`src/rtl/fetch_sequencer_if.sv`:
```
// Fetch-stage control bundle between fetch and the fetch sequencer.
// Fetch side drives PC and the hazard/redirect inputs. The sequencer side drives:
//   - the PC select/target pair,
//   - fetch_valid, flush and misaligned,
//   - the two performance counters.
interface fetch_sequencer_if #(
  parameter int unsigned ADDRESS_BITS = 16,
  parameter int unsigned COUNT_BITS   = 16
);
  logic [ADDRESS_BITS-1:0] PC;
  logic                    stall;
  logic                    imem_ready;
  logic                    branch_valid;
  logic [ADDRESS_BITS-1:0] branch_target;
  logic                    trap;
  logic                    next_PC_select;
  logic [ADDRESS_BITS-1:0] target_PC;
  logic                    fetch_valid;
  logic                    flush;
  logic                    misaligned;
  logic [COUNT_BITS-1:0]   redirect_count;
  logic [COUNT_BITS-1:0]   stall_count;

  // Fetch / pipeline side.
  modport master (
    output PC, stall, imem_ready, branch_valid, branch_target, trap,
    input  next_PC_select, target_PC, fetch_valid, flush, misaligned,
           redirect_count, stall_count
  );

  // Sequencer side.
  modport slave (
    input  PC, stall, imem_ready, branch_valid, branch_target, trap,
    output next_PC_select, target_PC, fetch_valid, flush, misaligned,
           redirect_count, stall_count
  );
endinterface

```
`src/rtl/fetch_sequencer.sv`:
```
// Fetch sequencer: each cycle it picks one of three actions for fetch.
//   - advance to PC+4,
//   - hold the current PC,
//   - redirect to a branch or trap target.
// It also flags fetch validity, flushes decode after a redirect and counts
// redirect/stall cycles with saturating counters.
// Ports:
//   clock, reset : sole clock, synchronous active-high reset
//   bus (slave)  : PC/hazard/redirect inputs in; select, target, valid,
//                  flush, misaligned and counters out
module fetch_sequencer #(
  parameter int unsigned           ADDRESS_BITS = 16,
  parameter logic [ADDRESS_BITS-1:0] TRAP_VECTOR = ADDRESS_BITS'(16'h0010),
  parameter int unsigned           COUNT_BITS   = 16
) (
  input  logic                clock,
  input  logic                reset,
  fetch_sequencer_if.slave    bus
);

  typedef enum logic [1:0] {WARMUP, RUN, HOLD, FLUSH} state_t;

  state_t                  state_q, state_d;
  logic                    select_c;
  logic [ADDRESS_BITS-1:0] target_c;
  logic                    valid_c;
  logic                    redirect_inc;
  logic                    stall_inc;
  logic                    misaligned_d;
  logic                    misaligned_q;
  logic [COUNT_BITS-1:0]   redirect_count_q;
  logic [COUNT_BITS-1:0]   stall_count_q;

  // State, misaligned pulse and saturating counters.
  always_ff @(posedge clock) begin
    if (reset) begin
      state_q          <= WARMUP;
      misaligned_q     <= 1'b0;
      redirect_count_q <= '0;
      stall_count_q    <= '0;
    end else begin
      state_q      <= state_d;
      misaligned_q <= misaligned_d;
      if (redirect_inc && (redirect_count_q != '1))
        redirect_count_q <= redirect_count_q + COUNT_BITS'(1);
      if (stall_inc && (stall_count_q != '1))
        stall_count_q <= stall_count_q + COUNT_BITS'(1);
    end
  end

  // Action priority: trap > branch > hold > advance. Reset forces the
  // WARMUP outputs so fetch sits on its reset PC.
  always_comb begin
    state_d      = state_q;
    select_c     = 1'b1;
    target_c     = bus.PC;
    valid_c      = 1'b0;
    redirect_inc = 1'b0;
    stall_inc    = 1'b0;
    misaligned_d = 1'b0;
    if (reset || (state_q == WARMUP)) begin
      state_d = RUN;
    end else if (bus.trap) begin
      target_c     = TRAP_VECTOR;
      state_d      = FLUSH;
      redirect_inc = 1'b1;
    end else if (bus.branch_valid) begin
      target_c     = {bus.branch_target[ADDRESS_BITS-1:2], 2'b00};
      state_d      = FLUSH;
      redirect_inc = 1'b1;
      misaligned_d = |bus.branch_target[1:0];
    end else if (bus.stall || !bus.imem_ready) begin
      state_d   = HOLD;
      stall_inc = 1'b1;
    end else begin
      select_c = 1'b0;
      valid_c  = 1'b1;
      state_d  = RUN;
    end
  end

  assign bus.next_PC_select = select_c;
  assign bus.target_PC      = target_c;
  assign bus.fetch_valid    = valid_c;
  assign bus.flush          = (state_q == FLUSH);
  assign bus.misaligned     = misaligned_q;
  assign bus.redirect_count = redirect_count_q;
  assign bus.stall_count    = stall_count_q;

endmodule

```
`src/flat_wrapper.sv`:
```
// flat-port wrapper written by rule: the top's interface ports become plain ports
module fetch_sequencer_flat 
#(
  parameter int unsigned           ADDRESS_BITS = 16,
  parameter logic [ADDRESS_BITS-1:0] TRAP_VECTOR = ADDRESS_BITS'(16'h0010),
  parameter int unsigned           COUNT_BITS   = 16
)
  (clock, reset, bus_PC, bus_stall, bus_imem_ready, bus_branch_valid, bus_branch_target, bus_trap, bus_next_PC_select, bus_target_PC, bus_fetch_valid, bus_flush, bus_misaligned, bus_redirect_count, bus_stall_count);
  fetch_sequencer_if #(.ADDRESS_BITS(ADDRESS_BITS), .COUNT_BITS(COUNT_BITS)) bus_i ();
  input  logic clock;
  input  logic reset;
  input wire logic [$bits(bus_i.PC)-1:0] bus_PC;
  input wire logic [$bits(bus_i.stall)-1:0] bus_stall;
  input wire logic [$bits(bus_i.imem_ready)-1:0] bus_imem_ready;
  input wire logic [$bits(bus_i.branch_valid)-1:0] bus_branch_valid;
  input wire logic [$bits(bus_i.branch_target)-1:0] bus_branch_target;
  input wire logic [$bits(bus_i.trap)-1:0] bus_trap;
  output wire logic [$bits(bus_i.next_PC_select)-1:0] bus_next_PC_select;
  output wire logic [$bits(bus_i.target_PC)-1:0] bus_target_PC;
  output wire logic [$bits(bus_i.fetch_valid)-1:0] bus_fetch_valid;
  output wire logic [$bits(bus_i.flush)-1:0] bus_flush;
  output wire logic [$bits(bus_i.misaligned)-1:0] bus_misaligned;
  output wire logic [$bits(bus_i.redirect_count)-1:0] bus_redirect_count;
  output wire logic [$bits(bus_i.stall_count)-1:0] bus_stall_count;
  assign bus_i.PC = bus_PC;
  assign bus_i.stall = bus_stall;
  assign bus_i.imem_ready = bus_imem_ready;
  assign bus_i.branch_valid = bus_branch_valid;
  assign bus_i.branch_target = bus_branch_target;
  assign bus_i.trap = bus_trap;
  assign bus_next_PC_select = bus_i.next_PC_select;
  assign bus_target_PC = bus_i.target_PC;
  assign bus_fetch_valid = bus_i.fetch_valid;
  assign bus_flush = bus_i.flush;
  assign bus_misaligned = bus_i.misaligned;
  assign bus_redirect_count = bus_i.redirect_count;
  assign bus_stall_count = bus_i.stall_count;
  fetch_sequencer #(.ADDRESS_BITS(ADDRESS_BITS), .TRAP_VECTOR(TRAP_VECTOR), .COUNT_BITS(COUNT_BITS)) u_core (.clock(clock), .reset(reset), .bus(bus_i));
endmodule
```
`config.mk`:
```
export PLATFORM = sky130hd
export DESIGN_NAME = fetch_sequencer_flat
export DESIGN_NICKNAME = d
export VERILOG_FILES = /design/src/rtl/fetch_sequencer_if.sv /design/src/rtl/fetch_sequencer.sv /design/src/flat_wrapper.sv
export SDC_FILE = /design/constraint.sdc
export NUM_CORES = 1
export LEC_CHECK = 0
export BUFFER_PORTS_ARGS = -buffer_cell sky130_fd_sc_hd__buf_2
export CELL_PAD_IN_SITES_DETAIL_PLACEMENT = 0
export CELL_PAD_IN_SITES_GLOBAL_PLACEMENT = 2
export CORE_UTILIZATION = 27
export CTS_CLUSTER_SIZE = 24
export DETAILED_ROUTE_END_ITERATION = 12
export PLACE_DENSITY_LB_ADDON = 0.1
export REMOVE_ABC_BUFFERS = 1
export SLEW_MARGIN = 0
export SYNTH_ARGS = -nofsm -noshare
export SYNTH_HDL_FRONTEND = slang
export SYNTH_SLANG_ARGS = --single-unit
export TNS_END_PERCENT = 1
```
`constraint.sdc`:
```
create_clock -name clock -period 4.3 [get_ports clock]
set_clock_uncertainty 0.15 [all_clocks]
set_input_delay 0.86 -clock clock [delete_from_list [all_inputs] [get_ports clock]]
set_output_delay 0.86 -clock clock [all_outputs]
set_load 0.03 [all_outputs]
```
==> run summary <==
The flow ran to the end, and the final reports show no timing, DRC or antenna violations. The initial DRC count is 62, and the width of the die is 88.9 um. The tools report the number of antenna violations at the first check in global routing as 0. In this run the tool buffered the top-level ports with 89 buffer cells.

The tools report the library cell used as clock root buffer as clkbuf_8. The final core area utilization was 36.5%; the die outline area was 0.00790 mm^2. Once detailed placement completed, the half-perimeter wirelength came to 4150 um. The multi-input combinational cells in the finished layout cover a total of 0.00126 mm^2.

Timing would allow up to 327 MHz. On the worst path, the slowest cell contributes a delay of 0.38 ns. STA puts the critical path data required time at 3.29 ns. Synthesis inferred 35 register bits. Counting every instance in the synthesized netlist gives 261.

The via count of the first global-routing pass was 1759. Of all nets on the critical path, the largest fanout is 18. The final net count came out at 387. The time the worst path needs with I/O delays and setup works out to 3.06 ns. Cells with a size suffix above 1 make up 30.2% of the layout. Clock tree synthesis inserted a total of 5 buffers.

Power spread over the standard cell area amounts to 261 mW/mm^2. The most used cell along the critical path is buf_2. In the synthesized netlist, mux cells make up 1.47% of the area. After clock tree synthesis, the flow added hold-fix buffers numbering 0.

The fraction of the mapped netlist area in simple logic gates is 36.0%. The number of setup violations in the final report was 0. The top cell type by total area after synthesis was dfxtp_1. In this run, synthesis inferred 0 flip-flops with an integrated enable. The count of pins over their slew limit was 0. The library cell used most frequently in the layout, excluding fill and tap cells, is buf_2.

The logs give 701 um^2 for the flip-flop and latch area and 0.716 for the routability congestion estimate from global placement. Sequential cells were found to cover 34.4% of the synthesized design area. The clock passes through at most 2 buffers. For this block, the routed nets add up to 5740 um of wire. From synthesis to final layout, the design area changed by 30.0%. For the H-tree level count, the log shows 2. The critical path goes through buf_2, o21ba_4, o21ai_0, buf_4, a22o_1, buf_2.

Among all flip-flop cells after synthesis, the most frequent one is dfxtp_1. The starting density of the core is 28.1%. The filler cells instantiated in the layout total 794.

Hold timing on the final database bottoms out at a slack of 0.345 ns. STA classifies the critical path startpoint as a primary input. The clock-pin slew reported for the worst setup and hold paths after clock tree synthesis came out at 0.07 ns. The number of gates resized after CTS is 0.

Compound-cell area share of the yosys netlist: 13.3%. The total buffers and inverters traversed by the critical path works out to 3. The finished cells cover 0.00265 mm^2. The worst setup path is captured at an output port. The family of cells with the greatest summed delay on the critical path is compound AO/OA/AOI/OAI gates.

For this design, the slowest cell found on the critical path is o21ba_4. Max-cap violations in this run came to 0. The tools report the static leakage power as 1.09 nW.

After detailed routing, the number of remaining DRC violations is 0. The die extent in y came out at 88.9 um. The detail-routed via count per cell was 4.71; the number of antenna cells inserted was 0. The tools report the later-pin clock latency in the skew report as 0.28 ns.

After synthesis, the largest area contributor takes up 34.4% of total cell area. Path category of the worst min-delay check: register to register. Detailed routing inserted a total of 2106 vias. Worst reg-to-reg setup slack: 2.01 ns.

Dividing the detail-routed wire length by the instance count gives 12.8 um. The worst setup path category is primary input to output port. The portion of the clock cycle consumed by the worst path in the final layout was 71.2%; the total I/O pin count was 90.

The worst-case IR drop observed on VDD is 0.0988 mV. The post-synth design cell area was 0.00204 mm^2; the number of distinct standard cells referenced by the synthesized netlist was 39. The combinational family with the most area after synthesis was simple AND/OR/NAND/NOR gates. After global routing the overflow that remains totals 0. For the worst setup path, the data arrival time is 2.05 ns. Leaving out fill and tap cells, the most frequent cells in the layout are buf_2 (89), dfxtp_1 (35), nor2_1 (34), nand2_1 (26), xnor2_1 (20).

The pin count of the biggest net entering global routing was 33. The share of the synthesized netlist area taken by xor and xnor gates works out to 9.89%. For the pin with the worst max-slew slack, the measured transition is 0.804 ns. The synthesized-area fraction occupied by adder cells came out at 1.23%. Global-route wire length before repair: 8800 um. The run gives 31 as the number of cell rows. The total iterations of the first detailed-routing run came out at 4.

The placed instances occupy a cell area of 0.00257 mm^2. The headroom to the max-slew limit came out at 45.9%. Total core area: 0.00725 mm^2. Final count of hold timing violations: 0.

The synthesized area divided by synthesized cell count is 7.80 um^2. After synthesis, the cell types taking the most area are dfxtp_1 (34%), xnor2_1 (8.6%), nor2_1 (6.3%), nand2_1 (4.8%), o21ai_0 (4.2%). Once detail routing completed, the nets flagged for antenna violations numbered 0. Post-CTS timing repair inserted 0 buffers for setup. The run gives 14.6% as the total global-route track usage.

TritonCTS built the clock tree. CTS saw 35 sinks. The share of flip-flops with an asynchronous set or reset after synthesis is 0%.

Setup repair after global routing left no endpoint under its margin. For this run, the number of Yosys warnings is 0. The setup TNS is 0 ns.
==> state kept, by name, summed over array words and instances, names as in the netlist <==
signal	count
u_core.bus.misaligned	1
u_core.bus.stall_count	16
u_core.state_q	2
u_core.bus.redirect_count	16
==> report_power, final <==
part | internal (mW) | switching [mW]
clock | 0.114 | 0.119
sequential | 0.328 | 0.00424
combinational | 0.0443 | 0.0818
total | 0.486 | 0.205
==> final timing paths <==
check                                                        startpoint                                      end  cells past startpoint
worst min register to register  u_core.bus.stall_count[15]$_SDFFE_PP0P_  u_core.bus.stall_count[15]$_SDFFE_PP0P_                      1
worst max register to register   u_core.bus.stall_count[0]$_SDFFE_PP0P_   u_core.bus.stall_count[5]$_SDFFE_PP0P_                      6
worst max-delay path                                              reset                        bus_target_PC[14]                      6
worst min-delay path            u_core.bus.stall_count[15]$_SDFFE_PP0P_  u_core.bus.stall_count[15]$_SDFFE_PP0P_                      1
==> per-layer routing <==
| layer | routed length [um] | share of wire (%) | GRT usage (%) |
|---|---|---|---|
| met3 | 310 | 5.4 | 3.45 |
| met4 | 60 | 1.0 | 3.96 |
| met2 | 2530 | 44 | 23.1 |
| met1 | 2840 | 49 | 19.9 |
| met5 | 0 | 0 | 0 |
==> area by class of cell <==
type,instances,share of cell area (%)
sequential,35,26.5
inverter,2,0.283
multi-input combinational,210,47.6
tap,99,4.68
timing repair buffer,93,17.9
clock buffer,7,2.88
clock inverter,1,0.189
==> Yosys cell counts (2+ instances only) <==
cell	instances
a21oi_1	6
a31oi_1	13
and2_1	3
and3_1	3
and4_1	4
buf_6	2
clkbuf_1	11
dfxtp_1	35
ha_1	2
inv_1	2
mux2i_1	3
nand2_1	26
nand2b_1	4
nand3_1	13
nand4_1	9
nor2_1	34
nor2b_1	13
nor3_1	9
nor3b_1	3
nor4_1	6
nor4_2	2
nor4b_1	2
o21ai_0	17
or3_1	3
xnor2_1	20
xor2_1	3
==> metrics by stage <==
| step | power (mW) | setup WS, ns | std cells |
|---|---|---|---|
| 3_3_place_gp | 0.467 | 1.22 | 439 |
| 3_5_place_dp | 0.467 | 1.22 | 439 |
| 6_report | 0.691 | 1.24 | 447 |
| 4_1_cts | 0.708 | 1.22 | 447 |
| 5_1_grt | 0.736 | 1.15 | 447 |
| 2_1_floorplan | 0.411 | 1.33 | 247 |
==> cell families after synthesis <==
logic type	Yosys count
adder cells (fa/ha/maj)	2
multiplexers	3
AND/OR/NAND/NOR	138
flip-flops	35
buffers and inverters	16
XOR/XNOR	23
AO/OA/AOI/OAI	44
Power figures use the tool's default switching activity.
